[config.mk]
export PLATFORM = sky130hd
export DESIGN_NAME = packet_filter_ctrl
export DESIGN_NICKNAME = d
export VERILOG_FILES = /design/src/rtl/packet_filter_ctrl.sv
export SDC_FILE = /design/constraint.sdc
export NUM_CORES = 1
export LEC_CHECK = 0
export CAP_MARGIN = 10
export CORE_AREA = 2 2 93 95
export DETAILED_ROUTE_END_ITERATION = 8
export DIE_AREA = 0 0 95 97
export GPL_TIMING_DRIVEN = 0
export PLACE_DENSITY = 0.67
export REMOVE_ABC_BUFFERS = 1
export SYNTH_ARGS = -nofsm -noshare
export SYNTH_HDL_FRONTEND = slang
export SYNTH_SLANG_ARGS = --single-unit
[constraint.sdc]
create_clock -name CLK -period 4.2 [get_ports CLK]
set_input_delay 1.26 -clock CLK [delete_from_list [all_inputs] [get_ports CLK]]
set_output_delay 1.26 -clock CLK [all_outputs]
set_load 0.005 [all_outputs]
[src/rtl/packet_filter_ctrl.sv]
// RX packet-filter sequencer for x1 lanes: parses STP/SDP framing tokens from a
// byte stream and drives buffer writes in 31-byte chunks with chunk-done pulses.
module packet_filter_ctrl #(
  parameter int SYMBOL_WIDTH     = 8,
  parameter int PACKET_LENGTH    = 11,
  parameter int SYMBOL_PTR_WIDTH = 5,
  parameter int CHUNK_BYTES      = 31
) (
  input  logic                        CLK,
  input  logic                        RST_L,
  input  logic                        i_Valid,
  input  logic [SYMBOL_WIDTH-1:0]     i_Sym,
  input  logic                        i_STP,
  input  logic                        i_SDP,
  output logic [SYMBOL_PTR_WIDTH-1:0] o_Address,
  output logic [1:0]                  o_Data_W_Options,
  output logic [SYMBOL_WIDTH-1:0]     o_Data,
  output logic                        o_Data_W_EN,
  output logic                        o_SOP_W_EN,
  output logic                        o_SOP,
  output logic                        o_Ind_W_EN,
  output logic [PACKET_LENGTH-1:0]    o_Length,
  output logic                        o_Type,
  output logic                        o_Chunk_Valid,
  output logic [4:0]                  o_Chunk_Bytes,
  output logic                        o_Chunk_Last,
  output logic                        o_Frame_Err
);

  localparam int CNT_W = PACKET_LENGTH + 2;
  localparam int HI_W  = PACKET_LENGTH - SYMBOL_WIDTH;
  localparam logic [SYMBOL_PTR_WIDTH-1:0] PTR_ZERO = {SYMBOL_PTR_WIDTH{1'b0}};

  typedef enum logic [1:0] {
    IDLE    = 2'd0,
    TOK1    = 2'd1,
    SKIP    = 2'd2,
    PAYLOAD = 2'd3
  } state_t;

  state_t                      state_q, state_d;
  logic [HI_W-1:0]             byte0_q, byte0_d;
  logic                        is_tlp_q, is_tlp_d;
  logic                        skip_q, skip_d;
  logic [CNT_W-1:0]            count_q, count_d;
  logic [SYMBOL_PTR_WIDTH-1:0] wr_ptr_q, wr_ptr_d;
  logic                        first_q, first_d;
  logic                        close_q, close_d;
  logic [4:0]                  close_bytes_q, close_bytes_d;
  logic                        close_last_q, close_last_d;

  logic [SYMBOL_PTR_WIDTH-1:0] addr_q, addr_d;
  logic [SYMBOL_WIDTH-1:0]     data_q, data_d;
  logic                        data_w_en_q, data_w_en_d;
  logic                        sop_w_en_q, sop_w_en_d;
  logic                        sop_q, sop_d;
  logic                        ind_w_en_q, ind_w_en_d;
  logic [PACKET_LENGTH-1:0]    length_q, length_d;
  logic                        type_q, type_d;
  logic                        chunk_valid_q, chunk_valid_d;
  logic [4:0]                  chunk_bytes_q, chunk_bytes_d;
  logic                        chunk_last_q, chunk_last_d;
  logic                        frame_err_q, frame_err_d;

  logic [PACKET_LENGTH-1:0]    tok_len_s;
  logic                        token_s;
  logic                        chunk_end_s;
  logic                        last_byte_s;

  assign tok_len_s   = PACKET_LENGTH'({byte0_q, i_Sym});
  assign token_s     = i_STP | i_SDP;
  assign chunk_end_s = (wr_ptr_q == SYMBOL_PTR_WIDTH'(CHUNK_BYTES - 1));
  assign last_byte_s = (count_q == CNT_W'(1));

  // Next-state, parse and output decode; a closed chunk is announced one cycle after its last write.
  always_comb begin
    state_d       = state_q;
    byte0_d       = byte0_q;
    is_tlp_d      = is_tlp_q;
    skip_d        = skip_q;
    count_d       = count_q;
    wr_ptr_d      = wr_ptr_q;
    first_d       = first_q;
    close_d       = 1'b0;
    close_bytes_d = close_bytes_q;
    close_last_d  = close_last_q;
    addr_d        = addr_q;
    data_d        = data_q;
    data_w_en_d   = 1'b0;
    sop_w_en_d    = 1'b0;
    sop_d         = 1'b0;
    ind_w_en_d    = 1'b0;
    length_d      = length_q;
    type_d        = type_q;
    frame_err_d   = 1'b0;
    chunk_valid_d = close_q;
    chunk_bytes_d = close_q ? close_bytes_q : 5'd0;
    chunk_last_d  = close_q & close_last_q;

    if (i_Valid) begin
      case (state_q)
        IDLE: begin
          if (i_STP) begin
            byte0_d  = i_Sym[HI_W-1:0];
            is_tlp_d = 1'b1;
            state_d  = TOK1;
          end else if (i_SDP) begin
            is_tlp_d = 1'b0;
            state_d  = TOK1;
          end else begin
            state_d = IDLE;
          end
        end
        TOK1: begin
          if (token_s) begin
            frame_err_d = 1'b1;
            state_d     = IDLE;
          end else if (is_tlp_q) begin
            if (tok_len_s < PACKET_LENGTH'(2)) begin
              frame_err_d = 1'b1;
              state_d     = IDLE;
            end else begin
              ind_w_en_d = 1'b1;
              length_d   = tok_len_s;
              type_d     = 1'b1;
              count_d    = {tok_len_s, 2'b00} - CNT_W'(4);
              skip_d     = 1'b0;
              wr_ptr_d   = PTR_ZERO;
              first_d    = 1'b1;
              state_d    = SKIP;
            end
          end else begin
            ind_w_en_d = 1'b1;
            length_d   = PACKET_LENGTH'(2);
            type_d     = 1'b0;
            count_d    = CNT_W'(6);
            wr_ptr_d   = PTR_ZERO;
            first_d    = 1'b1;
            state_d    = PAYLOAD;
          end
        end
        SKIP: begin
          if (token_s) begin
            frame_err_d = 1'b1;
            state_d     = IDLE;
          end else if (skip_q) begin
            state_d = PAYLOAD;
          end else begin
            skip_d = 1'b1;
          end
        end
        PAYLOAD: begin
          if (token_s) begin
            frame_err_d = 1'b1;
            state_d     = IDLE;
          end else begin
            data_w_en_d = 1'b1;
            addr_d      = wr_ptr_q;
            data_d      = i_Sym;
            if (wr_ptr_q == PTR_ZERO) begin
              sop_w_en_d = 1'b1;
              sop_d      = first_q;
            end else begin
              sop_w_en_d = 1'b0;
            end
            first_d = 1'b0;
            count_d = count_q - CNT_W'(1);
            if (chunk_end_s || last_byte_s) begin
              close_d       = 1'b1;
              close_bytes_d = 5'(wr_ptr_q) + 5'd1;
              close_last_d  = last_byte_s;
              wr_ptr_d      = PTR_ZERO;
            end else begin
              wr_ptr_d = wr_ptr_q + SYMBOL_PTR_WIDTH'(1);
            end
            if (last_byte_s) begin
              state_d = IDLE;
            end else begin
              state_d = PAYLOAD;
            end
          end
        end
        default: state_d = IDLE;
      endcase
    end else begin
      state_d = state_q;
    end
  end

  // State and output registers with synchronous active-low reset.
  always_ff @(posedge CLK) begin
    if (!RST_L) begin
      state_q       <= IDLE;
      byte0_q       <= {HI_W{1'b0}};
      is_tlp_q      <= 1'b0;
      skip_q        <= 1'b0;
      count_q       <= {CNT_W{1'b0}};
      wr_ptr_q      <= PTR_ZERO;
      first_q       <= 1'b0;
      close_q       <= 1'b0;
      close_bytes_q <= 5'd0;
      close_last_q  <= 1'b0;
      addr_q        <= PTR_ZERO;
      data_q        <= {SYMBOL_WIDTH{1'b0}};
      data_w_en_q   <= 1'b0;
      sop_w_en_q    <= 1'b0;
      sop_q         <= 1'b0;
      ind_w_en_q    <= 1'b0;
      length_q      <= {PACKET_LENGTH{1'b0}};
      type_q        <= 1'b0;
      chunk_valid_q <= 1'b0;
      chunk_bytes_q <= 5'd0;
      chunk_last_q  <= 1'b0;
      frame_err_q   <= 1'b0;
    end else begin
      state_q       <= state_d;
      byte0_q       <= byte0_d;
      is_tlp_q      <= is_tlp_d;
      skip_q        <= skip_d;
      count_q       <= count_d;
      wr_ptr_q      <= wr_ptr_d;
      first_q       <= first_d;
      close_q       <= close_d;
      close_bytes_q <= close_bytes_d;
      close_last_q  <= close_last_d;
      addr_q        <= addr_d;
      data_q        <= data_d;
      data_w_en_q   <= data_w_en_d;
      sop_w_en_q    <= sop_w_en_d;
      sop_q         <= sop_d;
      ind_w_en_q    <= ind_w_en_d;
      length_q      <= length_d;
      type_q        <= type_d;
      chunk_valid_q <= chunk_valid_d;
      chunk_bytes_q <= chunk_bytes_d;
      chunk_last_q  <= chunk_last_d;
      frame_err_q   <= frame_err_d;
    end
  end

  assign o_Address        = addr_q;
  assign o_Data_W_Options = 2'd0;
  assign o_Data           = data_q;
  assign o_Data_W_EN      = data_w_en_q;
  assign o_SOP_W_EN       = sop_w_en_q;
  assign o_SOP            = sop_q;
  assign o_Ind_W_EN       = ind_w_en_q;
  assign o_Length         = length_q;
  assign o_Type           = type_q;
  assign o_Chunk_Valid    = chunk_valid_q;
  assign o_Chunk_Bytes    = chunk_bytes_q;
  assign o_Chunk_Last     = chunk_last_q;
  assign o_Frame_Err      = frame_err_q;

endmodule

# After elaboration in Yosys (flattened, before gate mapping)
# Cells that the tools add are included.
# word_totals
ff_bits	70
input_bits	13
out_inout_bits	39
elab_cells	114
# classes
add_sub_neg	3
magnitude_cmp	1
n_eq_ne	13
muxes	46
bitwise_logic	8
n_reduce_logical	21
# op_table
op	n
two-way mux 13 bit	4
one-hot mux 13 bit (2 select lines)	1
two-way mux 5 bit	5
two-way mux 1 bit	22
two-way mux 11 bit	2
two-way mux 2 bit	7
equality test 13 x 1 -> 1 bit, second input constant	1
subtractor 13 x 1 -> 13 bit, second input constant	1
subtractor 13 x 3 -> 13 bit, second input constant	1
!= test 2 bit, second input constant	6
AND reduction 3 bit	4
less-than comparator 11 x 2 -> 1 bit, second input constant	1
one-hot mux 5 bit (2 select lines)	1
one-hot mux 2 bit (4 select lines)	1
AND reduction 4 bit	2
OR reduction 4 bit	2
!= test 3 bit, second input constant	2
NOT 1 bit	6
one-hot mux 1 bit (2 select lines)	3
AND reduction 2 bit	3
AND reduction 6 bit	1
nonzero test 2 bit	3
adder 5 x 1 -> 5 bit, second input constant	1
equality test 5 bit, second input constant	1
other kinds (10)	11

# Logic depth before layout (Yosys ltp)
# Gate-level depths: netlist (run 1).
# logic_depth
word_depth	5
mapped_depth	8
ltp_nobuf	7

# Least setup slack after synthesis (run 1)
# Ideal clock, no wire load.
# synth_path
kind	input -> register
startpoint	input port i_Sym[1]
endpoint	register count_q[12]
setup_time_ns	0.074
arrival_ns	2.666
t_required_ns	4.126
path_slack_ns	1.460
stages	8
n_path_buf	1
cell_sequence	clkbuf_1 > inv_1 > ha_1 > or4b_4 > nor3b_2 > xor2_1 > a32oi_1 > o21ai_0
# synth_via
elab_chain_len	5
word_cells_on_any_way	8
cone_classes	add/sub (1); order compare (1); eq/ne (1); mux (4); reduce/logical (1)
# synth_rtl
element	line_no	source
from (decl)	12	input logic [SYMBOL_WIDTH-1:0] i_Sym,
subtractor 13 x 3 -> 13 bit	126	count_d = {tok_len_s, 2'b00} - CNT_W'(4);
two-way mux 13 bit	119	if (tok_len_s < PACKET_LENGTH'(2)) begin
two-way mux 13 bit	118	end else if (is_tlp_q) begin
two-way mux 13 bit	115	if (token_s) begin
one-hot mux 13 bit (2 select lines)	101	case (state_q)
to (signal assigned)	197	count_q <= {CNT_W{1'b0}};
to (signal assigned)	220	count_q <= count_d;
to (decl)	45	logic [CNT_W-1:0] count_q, count_d;
# Parallel ways exist; a longest one is shown, timed or not. The select of a mux whose other input is x is not followed.
# A chain may end at the register's enable or synchronous reset.

# Final worst setup path (run 1)
# layout_path
startpoint	input port i_SDP
endpoint	register sop_q, in the netlist o_SOP
# layout_via
elab_chain_len	2
# layout_rtl
element	line_no	source
from (decl)	14	input logic i_SDP,
bitwise OR 1 bit	71	assign token_s = i_STP | i_SDP;
OR reduction 5 bit (no line)	--	
to (signal assigned)	230	sop_q <= sop_d;
to (decl)	56	logic sop_q, sop_d;
# No other way between the ends.

==> results of run 1 <==
==> registers in the layout, indices dropped and copies added, names as in the netlist, 2 cells and up <==
register / cells
count_q: 13
close_bytes_q: 5
o_Address: 5
wr_ptr_q: 5
o_Data: 8
o_Length: 11
state_q: 2
byte0_q: 3
o_Chunk_Bytes: 5
==> metrics by stage <==
| step | power [mW] | cells | worst slack (ns) | instance area, um2 | utilization [%] |
|---|---|---|---|---|---|
| 6_report | 1.313 | 527 | 0.5948 | 3915 | 48.13 |
| 5_1_grt | 1.363 | 527 | 0.2889 | 3915 | 48.13 |
| 4_1_cts | 1.323 | 527 | 0.5823 | 3915 | 48.13 |
| 3_5_place_dp | 0.7842 | 512 | 0.2173 | 3719 | 45.72 |
| 3_3_place_gp | 0.7818 | 511 | -0.5181 | 3704 | 45.53 |
| 2_1_floorplan | 0.7365 | 357 | 1.485 | 3082 | - |
==> layout make-up <==
class	count	area [um2]
tap	105	131.4
fill	800	4219
clock buffer	10	137.6
sequential	70	1401
timing repair buffer	50	505.5
multi-input combinational	275	1635
inverter	12	45.04
clock inverter	5	58.81
==> metal layers <==
layer	track usage [%]	routed length (um)	vias up
met4	4.348	104	0
li1	-	-	1422
met5	0	0	-
met2	28.48	3637	74
met3	5.218	377	11
met1	22.83	3514	1341
==> power breakdown <==
part / switching (mW) / internal, mW / leakage, nW
logic: 0.0555 / 0.0348 / 0.675
clock network: 0.255 / 0.288 / 0.0948
registers: 0.0106 / 0.669 / 0.565
==> cells in the mapped netlist, types with 7 or more instances <==
| master | instances |
|---|---|
| nand3_1 | 33 |
| nand2_1 | 57 |
| clkbuf_1 | 15 |
| nor3_1 | 7 |
| inv_1 | 11 |
| nor2_1 | 22 |
| xnor2_1 | 7 |
| buf_2 | 10 |
| and3_1 | 7 |
| dfxtp_1 | 70 |
| a21oi_1 | 30 |
| o21ai_0 | 24 |
==> cells in the final DEF (no fill, tap or decap), types with 4 or more instances in the layout <==
cell	count
a21oi_1	30
a31oi_1	4
and2_1	4
and3_1	7
clkbuf_8	10
clkdlybuf4s50_1	48
dfxtp_1	70
ha_1	6
inv_1	11
mux2i_1	6
nand2_1	57
nand2b_1	5
nand3_1	33
nor2_1	22
nor3_1	7
nor4b_1	4
o211ai_1	5
o21ai_0	24
o22ai_1	4
o31ai_1	5
o32ai_1	4
xnor2_1	7
xor2_1	5
==> kinds of logic (layout without fill, tap and decap cells) <==
logic type      Yosys count  in the layout
simple gates            158            158
compound gates           91             91
flops                    70             70
buf+inv                  41             77
xor+xnor                 12             12
fa+ha+maj                 6              6
mux                       6              6
other cells               1              2
==> critical path, cell delays in order <==
cell and delay (ns):
clkdlybuf4s50_1 0.45, nor2_1 0.34, nand2_1 0.18, nor2_1 0.88
nand2_1 0.37, nor4b_1 0.37
==> worst max-delay path by stage <==
stage,startpoint,endpoint,slack [ns],depth (start not counted)
after floorplan,i_STP,o_SOP$_SDFF_PP0_,1.48,5
after global placement,RST_L,count_q[12]$_SDFFE_PN0P_,-0.52,5
after detailed placement,i_SDP,o_SOP$_SDFF_PP0_,0.22,6
after CTS,i_SDP,o_SOP$_SDFF_PP0_,0.58,6
after global routing,i_STP,o_SOP_W_EN$_SDFF_PP0_,0.29,6
final,i_SDP,o_SOP$_SDFF_PP0_,0.59,6
==> impl_metrics.csv, run 1 <==
group,metric,value,unit
grt,grt_max_degree,47,
detailed_routing,post-route-drc-count,0,
detailed_routing,first_pass_iters,4,
clock_tree,cts_tree,"built",
final_layout,fin_nets,437,
synth,ys_seq_area_share,43.58,%
hold_path,whs_path_depth,2,
die,die_area,9215,um2
synth,async_reset_ff_share,0,%
synth,synth_top_area_cell,"dfxtp_1",
timing,slew_headroom,24.56,%
die,rows,33,
clock_tree,cts_made_buffers,9,
grt,grt_first_pass_wirelength,13.03,mm
synth,synthSimpleGateAreaFrac,25.68,%
timing,tns,0,ns
grt,grt_overflow_total,0,
detailed_routing,avgViaCountPerCell,5.404,
worst_setup_path,crit_arrival,3.85,ns
worst_setup_path,worst-r2r-setup-slack,1.77,ns
synth,synth_top_family_by_area,"simple AND/OR/NAND/NOR gates",
die,initial_core_util,39.53,%
synth,ys.warnings.count,0,
worst_setup_path,crit_type,"in -> reg",
synth,synth_area_leaders,"dfxtp_1 (44%), nand2_1 (6.7%), nand3_1 (5.1%)",
worst_setup_path,start_kind,"input port",
placement,dp_hpwl,5.137,mm
hold_path,hold_end,"o_SOP$_SDFF_PP0_",
grt,antenna_found_initial,0,
worst_setup_path,ff2ff_path_depth,4,
clock_tree,clk_path_buf_depth,2,
die,die_y,97,um
synth,yosys.area_share.adder,2.335,%
hold_path,hp-start,"first_q$_SDFFE_PN0P_",
pwr,p_leak,1.334,nW
clock_tree,clk_pin_slew,0.08,ns
timing,period_needed,3.605,ns
run,cap_violations,0,
die,die_w,95,um
synth,synth_area_per_cell,8.352,um2
worst_setup_path,cp_max_fo,14,
synth,syn_inst,385,
synth,synth-seq-cells,70,
worst_setup_path,end_kind,"flip-flop",
timing,worst_slew_pin_slew,1.127,ns
clock_tree,cts_root_buf,"clkbuf_8",
detailed_routing,final_antenna_net_count,0,
timing,rsz0062_at_grt,"false",
synth,synth_cell_types,56,
final_layout,drive_gt1_share,7.346,%
clock_tree,clock_latency,0.35,ns
timing,fin_hold_ws,0.4294,ns
synth,synth_mux_area_share,1.868,%
timing,finalClockSkew,0.008787,ns
worst_setup_path,regToRegStartpoint,"state_q[1]$_SDFFE_PN0P_",
timing,setup_viol,0,
timing,finalHoldViolCount,0,
clock_tree,clkSinkCount,70,
worst_setup_path,cp_data_required_time,4.45,ns
grt,grt_use_total,17.59,%
final_layout,n_antenna_cell,0,
synth,syn-cell-area,3216,um2
pwr,power_density,335.4,nW/um2
die,core,8134,um2
synth,synth_compound_area_share,17.47,%
clock_tree,cts.htree.levels,3,
die,pin_count,52,
detailed_routing,wirelength,7.633,mm
hold_path,hp-class,"reg -> reg",
pwr,ir_drop,243.1,uV
synth,synth_xor_area_share,3.268,%
clock_tree,postCtsSetupBuffers,0,
worst_setup_path,r2r_end,"o_SOP$_SDFF_PP0_",
detailed_routing,drtIter0Drc,158,
synth,synth_edf_count,0,
timing,max_freq,277.4,MHz
placement,io_buffers,49,
final_layout,area_growth,21.75,%
detailed_routing,wl_per_cell,14.48,um
synth,netlist.area_leader.share,43.58,%
synth,yosys_most_used_dff,"dfxtp_1",
detailed_routing,vias,2848,
clock_tree,cts_resized,0,
timing,finalCritPeriodShare,85.84,%
clock_tree,holdBufCountCts,0,
timing,finalMaxSlewViolations,0,
placement,place_congestion,0.8659,
run_status,status,"finished clean",
grt,grt_pass1_vias,2684,
Note: power is estimated with default switching activity, not from simulation.
==> run 2, diff against run 1 <==
--- a/config.mk
+++ b/config.mk
@@ -10,6 +10,7 @@
 export DETAILED_ROUTE_END_ITERATION = 8
 export DIE_AREA = 0 0 95 97
+export DONT_BUFFER_PORTS = 1
 export GPL_TIMING_DRIVEN = 0
-export PLACE_DENSITY = 0.67
+export PLACE_DENSITY = 0.59
 export REMOVE_ABC_BUFFERS = 1
 export SYNTH_ARGS = -nofsm -noshare
==> constraint.sdc (replaced) <==
create_clock -name CLK -period 4.2 [get_ports CLK]
set_input_delay 1.26 -clock CLK [delete_from_list [all_inputs] [get_ports CLK]]
set_output_delay 1.26 -clock CLK [all_outputs]
set_load 0.1 [all_outputs]
==> run 2 against run 1 <==
Effect of this change:
- clock power shrank 5.9%
- core utilization fell by 6.3 points
- sequential power rose by 1%
- largest cell class unchanged
- critical path depth decreased by 1
- routed wire length decreased by 1.5%
- count of clock-buffer cells in the layout increased by 4
- clock skew fell by 0.0010 ns
==> impl_metrics.csv, run 2 (synthesis gave the netlist of run 1 again) <==
group,metric,value,unit
run_status,status,"finished clean",
final_layout,largest_reg_flops,13,
die,core,8134,um2
die,pin_count,52,
detailed_routing,final_antenna_net_count,0,
timing,finalHoldViolCount,0,
worst_setup_path,path_delay_family,"simple AND/OR/NAND/NOR gates",
worst_setup_path,worst-r2r-setup-slack,1.83,ns
clock_tree,clk_pin_slew,0.07,ns
die,die_w,95,um
worst_setup_path,cp_data_required_time,4.44,ns
worst_setup_path,r2r_end,"o_SOP$_SDFF_PP0_",
clock_tree,clock_latency,0.34,ns
clock_tree,clkSinkCount,70,
detailed_routing,first_pass_iters,4,
worst_setup_path,cp_max_fo,14,
worst_setup_path,critical_path.cell_chain,"nor2_1 > nand2_1 > nor2_1 > nand2_1 > nor4b_1",
placement,place_congestion,0.8544,
clock_tree,clk_path_buf_depth,2,
worst_setup_path,crit_type,"in -> reg",
worst_setup_path,slowest_delay,0.87,ns
detailed_routing,post-route-drc-count,0,
worst_setup_path,ff2ff_path_depth,4,
timing,worst_slew_pin_slew,1.120,ns
die,die_y,97,um
timing,finalCritPeriodShare,73.77,%
worst_setup_path,start_kind,"input port",
clock_tree,cts_tree,"built",
worst_setup_path,crit_start,"i_STP",
final_layout,area_growth,5.759,%
worst_setup_path,end_kind,"flip-flop",
final_layout,drive_gt1_share,7.507,%
timing,period_needed,3.098,ns
final_layout,final_cell_mix,"dfxtp_1 (70), nand2_1 (57), nand3_1 (33)",
die,die_area,9215,um2
detailed_routing,wl_per_cell,15.73,um
hold_path,hold_end,"close_bytes_q[1]$_SDFFE_PN0P_",
final_layout,largest_register,"count_q",
detailed_routing,drtIter0Drc,170,
placement,dp_hpwl,4.988,mm
die,initial_core_util,39.53,%
final_layout,final_common_cell,"dfxtp_1",
worst_setup_path,crit_arrival,3.34,ns
run,cap_violations,0,
grt,grt_first_pass_wirelength,12.79,mm
final_layout,fin_nets,387,
worst_setup_path,regToRegStartpoint,"state_q[1]$_SDFFE_PN0P_",
timing,finalMaxSlewViolations,0,
pwr,p_leak,1.146,nW
timing,setup_viol,0,
pwr,power_density,371.7,nW/um2
clock_tree,postCtsSetupBuffers,0,
die,rows,33,
grt,grt_max_degree,66,
timing,rsz0062_at_grt,"false",
timing,tns,0,ns
detailed_routing,vias,2655,
clock_tree,cts.htree.levels,3,
clock_tree,cts_made_buffers,9,
hold_path,hp-class,"reg -> reg",
hold_path,whs_path_depth,2,
detailed_routing,avgViaCountPerCell,5.554,
final_layout,n_antenna_cell,0,
worst_setup_path,slowest_stage,"nor2_1",
grt,antenna_found_initial,0,
grt,grt_use_total,17.34,%
timing,slew_headroom,25.04,%
hold_path,hp-start,"close_bytes_q[1]$_SDFFE_PN0P_",
pwr,power.total,1.264,mW
clock_tree,cts_resized,0,
clock_tree,holdBufCountCts,0,
grt,grt_pass1_vias,2600,
pwr,ir_drop,157.1,uV
placement,io_buffers,0,
clock_tree,cts_root_buf,"clkbuf_8",
grt,grt_overflow_total,0,
worst_setup_path,crit_buf_inv,0,
timing,finalClockSkew,0.007789,ns
timing,max_freq,322.8,MHz
detailed_routing,wirelength,7.520,mm
[run 2: cell types whose count changed in the layout (fill, tap and decap cells not counted), sizes merged]
cell	change
bufinv	-1
buf	-2
inv	-1
clkdlybuf4s50	-48
clkbuf	+4
clkinv	-1
[run 2: area by class of cell]
type / count / area, um2
Clock inverter: 2 / 15.01
Clock buffer: 14 / 172.7
Multi-Input combinational cell: 275 / 1635
Inverter: 12 / 45.04
Sequential cell: 70 / 1401
Fill cell: 822 / 4733
Tap cell: 105 / 131.4
[run 2: per-layer routing]
layer | global-route usage (%) | share of wire, %
met5 | 0 | 0
met4 | 5.017 | 1.3
met1 | 22.63 | 45
met3 | 4.751 | 5.7
met2 | 27.82 | 48
[run 2: worst max path at each step]
stage	endpoint	slack, ns	cells after the start
final	o_SOP$_SDFF_PP0_	1.10	5
after global routing	o_SOP$_SDFF_PP0_	0.88	5
after detailed placement	o_SOP$_SDFF_PP0_	0.75	5
after CTS	o_SOP$_SDFF_PP0_	1.10	5
after global placement	o_SOP$_SDFF_PP0_	0.75	5
after floorplan	o_SOP$_SDFF_PP0_	1.48	5
[run 2: stage by stage]
stage          area, um2  worst slack (ns)  utilization, %  instances  hold slack [ns]
2_1_floorplan       3082             1.485               -        357           0.4143
3_3_place_gp        3213            0.7487           39.50        462           0.4408
3_5_place_dp        3213            0.7463           39.50        462           0.4499
4_1_cts             3401             1.095           41.81        478           0.4589
5_1_grt             3401            0.8805           41.81        478           0.4731
6_report            3401             1.102           41.81        478           0.4548
[run 2: power by group]
group / internal (mW) / leakage, nW / total [mW] / switching [mW]
Clock: 0.263 / 0.0889 / 0.511 / 0.248
Combinational: 0.0224 / 0.493 / 0.0651 / 0.0427
Sequential: 0.669 / 0.565 / 0.688 / 0.0185
[run 2: tightest hold or removal path: stages (launching register included)]
cell and delay (ns):
dfxtp_1 0.31, nand2_1 0.05, o21ai_0 0.06
